File: config.mk
export PLATFORM = sky130hd
export DESIGN_NAME = sid_filter_sched
export DESIGN_NICKNAME = d
export VERILOG_FILES = /design/src/rtl/sid_pkg.sv /design/src/rtl/sid_tick_div.sv /design/src/rtl/sid_filter_sched.sv
export SDC_FILE = /design/constraint.sdc
export NUM_CORES = 1
export LEC_CHECK = 0
export ABC_CLOCK_PERIOD_IN_PS = 2650
export CAP_MARGIN = 20
export CELL_PAD_IN_SITES_DETAIL_PLACEMENT = 1
export CELL_PAD_IN_SITES_GLOBAL_PLACEMENT = 2
export CORE_UTILIZATION = 27
export CTS_CLUSTER_SIZE = 25
export DETAILED_ROUTE_END_ITERATION = 16
export PLACE_DENSITY = 0.84
export SLEW_MARGIN = 10
export SYNTH_ARGS = -nofsm -noshare
export SYNTH_HDL_FRONTEND = slang
export SYNTH_SLANG_ARGS = --single-unit
File: constraint.sdc
create_clock -name clk -period 2.65 [get_ports clk]
set_input_delay 0.53 -clock clk [delete_from_list [all_inputs] [get_ports clk]]
set_output_delay 0.53 -clock clk [all_outputs]
set_load 0.03 [all_outputs]
File: src/rtl/sid_pkg.sv
// Shared constants and types for the SID filter sequencer.
package sid_pkg;

  // Filter register addresses as seen on reg_addr
  localparam logic [1:0] FC_LO    = 2'd0;
  localparam logic [1:0] FC_HI    = 2'd1;
  localparam logic [1:0] RES_FILT = 2'd2;
  localparam logic [1:0] MODE_VOL = 2'd3;

  // Datapath widths
  localparam int VOICE_W = 13;
  localparam int SOUND_W = 19;

  // Sequencer states
  typedef enum logic [1:0] {
    IDLE   = 2'd0,
    LAUNCH = 2'd1,
    WAIT   = 2'd2
  } state_t;

endpackage

File: src/rtl/sid_tick_div.sv
// Free-running clock divider producing a one-cycle sample tick every CLK_DIV cycles.
module sid_tick_div #(
  parameter int CLK_DIV = 16
) (
  input  logic clk,
  input  logic rst,
  output logic tick
);

  localparam int CW = $clog2(CLK_DIV);
  localparam logic [CW-1:0] LAST = CW'(CLK_DIV - 1);

  logic [CW-1:0] div_cnt;

  // Count 0..CLK_DIV-1 and wrap; never stalls on sequencer state.
  // NOTE: sequential state always uses <= so every flop samples pre-edge values.
  always_ff @(posedge clk) begin
    if (rst)                  div_cnt <= '0;
    else if (div_cnt == LAST) div_cnt <= '0;
    else                      div_cnt <= div_cnt + 1'b1;
  end

  assign tick = (div_cnt == LAST);

endmodule

File: src/rtl/sid_filter_sched.sv
// Sample-rate sequencer for sid_filters: snapshots registers and voices on each
// tick, launches one filter computation, captures the result, reports faults.
module sid_filter_sched
  import sid_pkg::*;
#(
  parameter int CLK_DIV = 16,
  parameter int TIMEOUT = 24
) (
  input  logic                      clk,
  input  logic                      rst,
  input  logic                      reg_we,
  input  logic [1:0]                reg_addr,
  input  logic [7:0]                reg_wdata,
  input  logic signed [VOICE_W-1:0] voice1,
  input  logic signed [VOICE_W-1:0] voice2,
  input  logic signed [VOICE_W-1:0] voice3,
  input  logic signed [VOICE_W-1:0] ext_in,
  output logic [7:0]                f_Fc_lo,
  output logic [7:0]                f_Fc_hi,
  output logic [7:0]                f_Res_Filt,
  output logic [7:0]                f_Mode_Vol,
  output logic signed [VOICE_W-1:0] f_voice1,
  output logic signed [VOICE_W-1:0] f_voice2,
  output logic signed [VOICE_W-1:0] f_voice3,
  output logic signed [VOICE_W-1:0] f_ext_in,
  output logic                      f_input_valid,
  input  logic [SOUND_W-1:0]        f_sound,
  input  logic                      f_valid,
  output logic [SOUND_W-1:0]        sample_out,
  output logic                      sample_strobe,
  output logic                      busy,
  output logic [7:0]                overrun_cnt,
  output logic                      timeout_err
);

  localparam logic [7:0] WAIT_LAST = 8'(TIMEOUT - 1);

  logic       tick;
  state_t     state;
  logic [7:0] wait_cnt;
  logic [7:0] staging [4];

  sid_tick_div #(.CLK_DIV(CLK_DIV)) u_div (
    .clk  (clk),
    .rst  (rst),
    .tick (tick)
  );

  // Staging writes, tick-driven launch, result capture and fault tracking.
  // NOTE: staging is only four bytes and its reset value is visible at the first
  // launch, so it is reset like ordinary flops rather than left as an unreset RAM.
  always_ff @(posedge clk) begin
    if (rst) begin
      state         <= IDLE;
      wait_cnt      <= '0;
      staging       <= '{default: '0};
      f_Fc_lo       <= '0;
      f_Fc_hi       <= '0;
      f_Res_Filt    <= '0;
      f_Mode_Vol    <= '0;
      f_voice1      <= '0;
      f_voice2      <= '0;
      f_voice3      <= '0;
      f_ext_in      <= '0;
      f_input_valid <= 1'b0;
      sample_out    <= '0;
      sample_strobe <= 1'b0;
      overrun_cnt   <= '0;
      timeout_err   <= 1'b0;
    end else begin
      f_input_valid <= 1'b0;
      sample_strobe <= 1'b0;

      // A write in the launch cycle lands after the snapshot below reads staging.
      if (reg_we) staging[reg_addr] <= reg_wdata;

      // Any tick seen while a launch is outstanding is dropped and counted.
      if (tick && state != IDLE && overrun_cnt != 8'hFF)
        overrun_cnt <= overrun_cnt + 8'd1;

      case (state)
        IDLE: begin
          if (tick) begin
            f_Fc_lo       <= staging[FC_LO];
            f_Fc_hi       <= staging[FC_HI];
            f_Res_Filt    <= staging[RES_FILT];
            f_Mode_Vol    <= staging[MODE_VOL];
            f_voice1      <= voice1;
            f_voice2      <= voice2;
            f_voice3      <= voice3;
            f_ext_in      <= ext_in;
            f_input_valid <= 1'b1;
            state         <= LAUNCH;
          end
        end
        LAUNCH: begin
          wait_cnt <= '0;
          state    <= WAIT;
        end
        WAIT: begin
          // A result arriving on the last allowed cycle still counts.
          if (f_valid) begin
            sample_out    <= f_sound;
            sample_strobe <= 1'b1;
            state         <= IDLE;
          end else if (wait_cnt == WAIT_LAST) begin
            timeout_err <= 1'b1;
            state       <= IDLE;
          end else begin
            wait_cnt <= wait_cnt + 8'd1;
          end
        end
        default: state <= IDLE;
      endcase
    end
  end

  assign busy = (state != IDLE);

endmodule

Yosys cells after proc, flatten, opt, wreduce, memory -nomap -nowiden
Index checks and enable logic that the tools add are counted.
{"block": "totals", "wordCells": 64, "mem_bits_rw": 0, "output_inout_bits": 115, "in_bits": 85, "mem_count": 0, "latch_bits": 0, "rom_bits": 0, "register_bits": 160}
{"block": "classes", "n_eq_ne": 9, "div_mod_pow": 0, "multipliers": 0, "order_cmp": 2, "n_reduce_logical": 14, "muxes": 12, "shifts": 0, "n_addsub": 3, "bitwise": 4}
{"op": "$bwmux W32", "n": 1}
{"op": "$mux W8", "n": 3}
{"op": "$add A8 B1 Y8 const B", "n": 2}
{"op": "$demux W8 S2", "n": 1}
{"op": "$pmux W8 S2", "n": 1}
{"op": "$eq A8 B5 Y1 const B", "n": 1}
{"op": "$ne A8 B8 Y1 const B", "n": 1}
{"op": "$mux W2", "n": 3}
{"op": "$ne A2 B2 Y1 const B", "n": 3}
{"op": "$pmux W2 S3", "n": 1}
{"op": "$reduce_and A2 Y1", "n": 3}
{"op": "$reduce_and A3 Y1", "n": 2}
{"op": "$reduce_or A2 Y1", "n": 3}
{"op": "$add A4 B1 Y4 const B", "n": 1}
{"op": "$eq A4 B4 Y1 const B", "n": 1}
{"op": "$reduce_bool A2 Y1", "n": 2}
{"op": "$ge A3 B3 Y1 const B", "n": 1}
{"op": "$logic_and A1 B1 Y1", "n": 3}
{"op": "$lt A3 B1 Y1 const B", "n": 1}
{"op": "$ne A3 B3 Y1 const B", "n": 1}
{"op": "$not A1 Y1", "n": 3}
{"op": "$not A2 Y3", "n": 1}
{"op": "$eq A2 B1 Y1 const B", "n": 1}
{"op": "$eq A2 B2 Y1 const B", "n": 1}
{"op": "other kinds (2)", "n": 3}

Longest topological paths before layout
Gate-level depths: netlist of the first run.
{"block": "logic_depth", "depth_word": 6, "depth_mapped": 8, "depth_no_buf": 5}

Cells and area by module
From an unflattened synthesis of the first run, not the netlist that was laid out.
{"block": "unflattened", "hier_cells": 676, "hier_area_um2": 5735.5}
{"module": "sid_filter_sched", "area_per_inst_um2": 5574.1, "seq_area_each_um2": 3123.0, "n_inst": 1, "cells_per_inst": 661}
{"module": "sid_tick_div", "area_per_inst_um2": 161.4, "seq_area_each_um2": 80.1, "n_inst": 1, "cells_per_inst": 15}

Worst setup path before layout of the first run
No wires, ideal clock.
{"block": "synth_path", "path_kind": "input -> register", "start": "input f_valid", "end": "register wait_cnt[4]", "setup_ps": 120, "slack_ps": 881, "path_stages": 4, "n_path_buf": 0, "t_required_ps": 2530, "arrival_ps": 1649, "path_cell_list": "nor3b_1 -> o31ai_4 -> and3_2 -> o31a_1"}
{"block": "synth_between", "elab_chain_cells": 2}
{"element": "start, declared", "line": "sid_filter_sched.sv:28", "text": "input logic f_valid,"}
{"element": "$ne A2 B2 Y1 (no source line)"}
{"element": "$reduce_and A3 Y1 (no source line)"}
{"element": "end signal, assigned", "line": "sid_filter_sched.sv:110", "text": "wait_cnt <= wait_cnt + 8'd1;"}
{"element": "end, declared", "line": "sid_filter_sched.sv:40", "text": "logic [7:0] wait_cnt;"}
Every way passes these cells.
A chain may end at the register's enable or synchronous reset.

Worst setup path after layout of the first run
{"block": "layout_path", "start": "register state[1]", "end": "output busy"}
{"block": "layout_between", "elab_chain_cells": 1}
{"element": "start, declared", "line": "sid_filter_sched.sv:39", "text": "state_t state;"}
{"element": "start signal, assigned", "line": "sid_filter_sched.sv:54", "text": "state <= IDLE;"}
{"element": "start signal, assigned", "line": "sid_filter_sched.sv:93", "text": "state <= LAUNCH;"}
{"element": "start signal, assigned", "line": "sid_filter_sched.sv:98", "text": "state <= WAIT;"}
{"element": "$reduce_bool A2 Y1", "line": "sid_filter_sched.sv:118", "text": "assign busy = (state != IDLE);"}
{"element": "end, declared", "line": "sid_filter_sched.sv:31", "text": "output logic busy,"}
Every way passes these cells.

==> run metrics, run 1 <==
number of gates resized after CTS 0; post-DP HPWL 11.1 mm; post-synthesis cell type count 41; HP Start staging[25]; grt total ovfl 0; Starting Density 27.4%; dpl ws 445 ps; IO Pins 200; Hold/Removal Path Class reg2reg; H-tree depth 4; CP Class reg2out; Vias 5193; Post-CTS Setup Bufs 0; Num CTS Buffers 17; Clock Sinks 160; startpoint types flip-flop; crit path buf inv count 2; clock buffer depth 2; hold endpoint f_Fc_lo[1]; YS warnings 0; initial antenna violation count 0; critical path data arrival time 1800 ps; Multi-input gate area 2360 um^2; Worst-Margin Slew 629 ps; Synth Area per Inst 8.52 um^2; required time worst endpoint 2120 ps; vias in the first global route 5100; fmax 428 MHz; status completed; # DRC 0; CP Cell Sequence nor2_1, inv_1, clkdlybuf4s50_1; synthesized area 5750 um^2; worst stage delay on the critical path 620 ps; setup TNS 0 ps; sequential share of the synthesized area 55.7%; Die W 148 um; CTS tree built; Syn Inst Count 675; Crit path depth 3; Post-Layout Cell Count 1146; VDD IR-drop max 0.398 mV; Max-Slew Margin vs Limit 57.9%; final setup fails 0; vias per inst 4.53; Hold Path Depth 2; # diodes 0; Final Cycle Share 88.1%; drt total wl 16.8 mm; filler instances 2450; cts-stage hold buffer count 0; per-cell routed wire length 14.6 um; cell family with most CP delay buffers and inverters; Post-synth EDFFs 0; Reg clk slew, reported paths 70 ps; drt first pass iters 4; FF/Latch Area 3200 um^2; RR Startpoint u_div.div_cnt[0]; first-pass GRT wire length 26.8 mm; syn_nets 763; Core Rows 53; port buffer count 199; clk_skew 10.8 ps; ys async rst share 0%; Max stage delay cell, worst path clkdlybuf4s50_1; ys flop type dfxtp_1; final net count 946; Final Wtd Congestion 0.722; FF-to-FF End overrun_cnt[7]; PD cells 601 nW/um^2; root buf cell clkbuf_16; fin worst setup slack 315 ps; crit path from state[1]; synthesized flop and latch total 160; Cells after DPL 1114; worst hold margin 451 ps; max-cap viol count 0; RSZ-0062 raised after global routing false; setup slack, reg-to-reg 740 ps; final critical-path required period 2330 ps; Skew-Pair Late Insertion Delay 430 ps; drt first-iter violations 185; pin count of the biggest net entering global routing 73; Worst R2R Path Depth 5; Slew Limit Fails 0; total die area 21900 um^2; antenna-violating nets left 0; P&R area growth vs syn 50.3%; core region area 21000 um^2; Critical Path Fanout Max 6; Total Routing Usage GR 15.5%; Leak 3.05 nW; Final Hold Fails 0; Die H 148 um; share of cells above drive strength 1 6.08%; CP Capture Type output pin
-- worst max path at each step --
| stage | end |
|---|---|
| 6_report | busy |
| 3_3_place_gp | wait_cnt[5] |
| 4_1_cts | busy |
| 5_1_grt | busy |
| 3_5_place_dp | wait_cnt[5] |
| 2_1_floorplan | wait_cnt[4] |
-- through the flow --
stage          power [mW]  area, um^2  util (%)
2_1_floorplan        2.57        5750         -
3_3_place_gp         2.73        8040      38.4
3_5_place_dp         2.73        8040      38.4
4_1_cts              5.29        8640      41.2
5_1_grt              5.41        8640      41.2
6_report             5.19        8640      41.2
-- logic make-up (layout without fill, tap and decap cells) --
| group | Yosys count | after routing | share of synthesized area, % |
|---|---|---|---|
| fa+ha+maj | 3 | 3 | 0.653 |
| compound gates | 132 | 132 | 12.8 |
| xor+xnor | 3 | 3 | 0.457 |
| simple gates | 293 | 293 | 21.1 |
| flops | 160 | 160 | 55.7 |
| mux | 34 | 34 | 5.94 |
| buf+inv | 50 | 246 | 3.40 |
-- cells in the mapped netlist, types with 2 or more instances --
master	number	area share [%]
o2111ai_1	4	0.61
nand2_1	213	14
nor3_1	3	0.26
nand4_1	4	0.44
dfxtp_1	160	56
nand3b_1	4	0.52
o21ai_0	3	0.26
inv_1	5	0.33
o31ai_1	3	0.39
xnor2_1	2	0.30
nor3b_1	3	0.39
or3_1	2	0.22
mux2i_1	33	5.7
buf_1	8	0.52
buf_2	6	0.52
nand2b_1	3	0.33
clkbuf_1	31	2.0
nor2_1	42	2.7
ha_1	3	0.65
o41ai_1	3	0.46
or4_1	3	0.39
nand3_1	6	0.52
a21oi_1	113	9.8
-- worst register-to-register path: stages (launching register included) --
cell and delay (ps):
dfxtp_1 370, ha_1 210, and3_1 310, o211ai_2 220, nor4_1 320, mux2_2 370
-- layer usage --
layer	global-route usage (%)	wire, um	part of all wire [%]
met1	18.9	7590	45
met2	26.0	7990	48
met3	5.00	987	5.9
met4	4.74	215	1.3
met5	0	0	0
-- state kept, by name, summed over array words and instances (netlist names), 2 cells and up --
signal,flops
staging,32
f_ext_in,13
u_div.div_cnt,4
f_Res_Filt,8
f_voice1,13
f_Fc_lo,8
state,2
sample_out,19
wait_cnt,8
f_voice3,13
overrun_cnt,8
f_Fc_hi,8
f_Mode_Vol,8
f_voice2,13
-- cell usage in the layout (no fill, tap or decap), drive strengths merged, types with 2 or more instances in the layout --
cell | Yosys | layout
nor2 | 43 | 43
nand2b | 3 | 3
nand2 | 213 | 213
o2111ai | 4 | 4
or4 | 3 | 3
xnor2 | 2 | 2
inv | 5 | 12
ha | 3 | 3
a21oi | 113 | 113
clkbuf | 31 | 19
nand3 | 6 | 6
or3 | 2 | 2
nand3b | 4 | 4
clkdlybuf4s50 | 0 | 198
nor3b | 3 | 3
mux2i | 33 | 33
o21ai | 3 | 3
o41ai | 3 | 3
clkinv | 0 | 3
o31ai | 4 | 4
bufinv | 0 | 2
dfxtp | 160 | 160
buf | 14 | 11
nor3 | 3 | 3
nand4 | 4 | 4
and3 | 2 | 2
-- final cells by class --
type | count | area share [%]
clock inverters | 13 | 1.74
repair buffers | 209 | 24.5
inverters | 5 | 0.217
flip-flops and latches | 160 | 37.1
well taps | 275 | 3.98
clock buffers | 19 | 5.24
multi-input cells | 465 | 27.3
-- where the power goes --
part           total (mW)  leakage, nW  switching [mW]  internal (mW)
registers            2.44         1.29          0.0118           2.42
clock network        2.52        0.297            1.06           1.46
logic               0.236         1.46          0.0940          0.142
(Power assumes the default switching activity.)
==> inputs of run 2 (changes only) <==
--- a/config.mk
+++ b/config.mk
@@ -6,7 +6,6 @@
 export NUM_CORES = 1
 export LEC_CHECK = 0
 export ABC_CLOCK_PERIOD_IN_PS = 2650
-export CAP_MARGIN = 20
 export CELL_PAD_IN_SITES_DETAIL_PLACEMENT = 1
 export CELL_PAD_IN_SITES_GLOBAL_PLACEMENT = 2
 export CORE_UTILIZATION = 27
==> results of run 2 <==
No change in the layout: final DEF, timing and power equal those of run 1.
==> inputs of run 3 (changes only) <==
--- a/config.mk
+++ b/config.mk
@@ -5,13 +5,13 @@
 export SDC_FILE = /design/constraint.sdc
 export NUM_CORES = 1
 export LEC_CHECK = 0
-export ABC_CLOCK_PERIOD_IN_PS = 2650
+export ABC_CLOCK_PERIOD_IN_PS = 2100
 export CELL_PAD_IN_SITES_DETAIL_PLACEMENT = 1
 export CELL_PAD_IN_SITES_GLOBAL_PLACEMENT = 2
-export CORE_UTILIZATION = 27
+export CORE_UTILIZATION = 23
 export CTS_CLUSTER_SIZE = 25
 export DETAILED_ROUTE_END_ITERATION = 16
-export PLACE_DENSITY = 0.84
+export PLACE_DENSITY_LB_ADDON = 0.08
 export SLEW_MARGIN = 10
 export SYNTH_ARGS = -nofsm -noshare
 export SYNTH_HDL_FRONTEND = slang
==> constraint.sdc (replaced) <==
create_clock -name clk -period 2.1 [get_ports clk]
set_input_delay 0.42 -clock clk [delete_from_list [all_inputs] [get_ports clk]]
set_output_delay 0.42 -clock clk [all_outputs]
set_load 0.03 [all_outputs]
==> run 3 against run 2 <==
Against the previous run:
- clock skew is 0.86 ps higher
- sequential share of layout area is 0.51 points lower
- global-route usage is 1.3 points lower
- total power increased by 25%
- die area up 17%
==> run metrics, run 3 (same netlist as run 1, synthesis figures left out) <==
status completed (unchanged); CTS tree built (unchanged); Final Hold Fails 0 (unchanged); Final Wtd Congestion 0.710 (was 0.722); Slew Limit Fails 0 (unchanged); Critical Path Fanout Max 6 (unchanged); vias in the first global route 5443 (was 5100); max-cap viol count 0 (unchanged); # DRC 0 (unchanged); pin count of the biggest net entering global routing 51 (was 73); critical path data arrival time 1580 ps (was 1800 ps); Die W 160 um (was 148 um); Num CTS Buffers 17 (unchanged); setup TNS 0 ps (unchanged); Reg clk slew, reported paths 70 ps (about the same); drt first-iter violations 212 (was 185); Vias 5252 (was 5193); H-tree depth 4 (unchanged); PD cells 742 nW/um^2 (was 601 nW/um^2); final critical-path required period 2000 ps; Starting Density 23.6% (was 27.4%); first-pass GRT wire length 28.8 mm (was 26.8 mm); per-cell routed wire length 15.1 um (was 14.6 um); total die area 25600 um^2 (was 21900 um^2); P&R area growth vs syn 52.4% (was 50.3%); final setup fails 0 (unchanged); CP Class reg2out (unchanged); setup slack, reg-to-reg 280 ps (was 740 ps); dpl ws 40.8 ps (was 445 ps); final net count 955 (was 946); Clock Sinks 160 (unchanged); crit path buf inv count 1 (was 2); initial antenna violation count 0 (unchanged); hold endpoint f_voice3[0] (was f_Fc_lo[1]); most common cell after layout, fill and taps aside nand2_1 (unchanged); most frequent cells in the layout 212 x nand2_1, 197 x clkdlybuf4s50_1, 160 x dfxtp_1 (was 212 x nand2_1, 198 x clkdlybuf4s50_1, 160 x dfxtp_1); drt first pass iters 4 (unchanged); VDD IR-drop max 0.401 mV (was 0.398 mV); Max-Slew Margin vs Limit 66.6% (was 57.9%); CP Cell Sequence clkdlybuf4s50_1 (was nor2_1, inv_1, clkdlybuf4s50_1); Top Layer Used met4 (unchanged); Final Cycle Share 95.4%; Max stage delay cell, worst path clkdlybuf4s50_1 (unchanged); Worst-Margin Slew 499 ps (was 629 ps); clock buffer depth 2 (unchanged); startpoint types flip-flop (unchanged); Post-Layout Cell Count 1204 (was 1146); RSZ-0062 raised after global routing false (unchanged); Total Routing Usage GR 14.2% (was 15.5%); CP Capture Type output pin (unchanged); vias per inst 4.36 (was 4.53); Die H 160 um (was 148 um); share of cells above drive strength 1 7.16% (was 6.08%); M1 wire length 8.01 mm (was 7.59 mm); grt total ovfl 0 (unchanged); # diodes 0 (unchanged); required time worst endpoint 1680 ps (was 2120 ps); port buffer count 199 (unchanged); fmax 499 MHz; Core Rows 57 (was 53); HP Start rst (was staging[25]); drt total wl 18.1 mm (was 16.8 mm); met3 wire len 1.26 mm (was 987 um); Hold/Removal Path Class in2reg (was reg2reg); worst hold margin 420 ps (was 451 ps); post-DP HPWL 12.6 mm (was 11.1 mm); worst stage delay on the critical path 730 ps (was 620 ps); met2 WL 8.57 mm (was 7.99 mm); Cells after DPL 1172 (was 1114); cts-stage hold buffer count 0 (unchanged); most flop-heavy register staging (unchanged); FF-to-FF End overrun_cnt[7] (unchanged); IO Pins 200 (unchanged); RR Startpoint u_div.div_cnt[0] (unchanged); Tot Pwr 6.51 mW (was 5.19 mW); fin worst setup slack 97.5 ps (was 315 ps); root buf cell clkbuf_16 (unchanged); Worst R2R Path Depth 5 (unchanged); cell family with most CP delay buffers and inverters (unchanged); max reg flops 32 (unchanged); Hold Path Depth 2 (unchanged); Leak 3.10 nW (was 3.05 nW); clk_skew 11.7 ps (was 10.8 ps); biggest regs staging (32), sample_out (19) (unchanged); antenna-violating nets left 0 (unchanged); Skew-Pair Late Insertion Delay 430 ps (about the same); core region area 24400 um^2 (was 21000 um^2)
[run 3: stage by stage]
step           area (um^2)  util (%)
6_report              8760      35.9
5_1_grt               8760      35.9
4_1_cts               8760      35.9
3_5_place_dp          8170      33.5
3_3_place_gp          8170      33.5
2_1_floorplan         5750         -
[run 3: where the power goes]
group / switching [mW] / internal, mW / leakage, nW
clock: 1.36 / 1.76 / 0.292
sequential: 0.0162 / 3.06 / 1.29
combinational: 0.124 / 0.181 / 1.51
[run 3: how the worst max path moves through the flow]
stage / start / endpoint / slack, ps / cells after the start
floorplan: u_div.div_cnt[0] / overrun_cnt[7] / 390 / 6
global placement: f_valid / wait_cnt[5] / 70 / 4
detailed placement: f_valid / wait_cnt[4] / 40 / 7
CTS: state[1] / busy / 70 / 3
global route: overrun_cnt[6] / overrun_cnt[6] / 20 / 1
finish: overrun_cnt[3] / overrun_cnt[3] / 100 / 1
[run 3: layout make-up]
cell class	count	area, um^2
clock buffers	20	467
clock inverters	12	123
fillers	2814	15600
inverters	5	18.8
multi-input cells	465	2370
flip-flops and latches	160	3200
well taps	324	405
repair buffers	218	2180
[run 3: repair_timing]
item / CTS / global route
cloned: 0 / 0
resized for setup: 1 / 1
setup endpoints to repair: 1 / 1
buffers inserted: 0 / 0
[run 3: per-layer routing]
metal	up-vias	track usage, %
met4	0	4.94
met5	-	0
met3	22	5.12
met2	130	23.8
li1	2628	-
met1	2472	16.7
[run 3: worst reg2reg max path, cell delays in order, from the launching register on]
cell and delay (ps):
dfxtp_1 380, ha_1 220, and3_1 230, o211ai_2 190
nor4_1 320, mux2_2 370
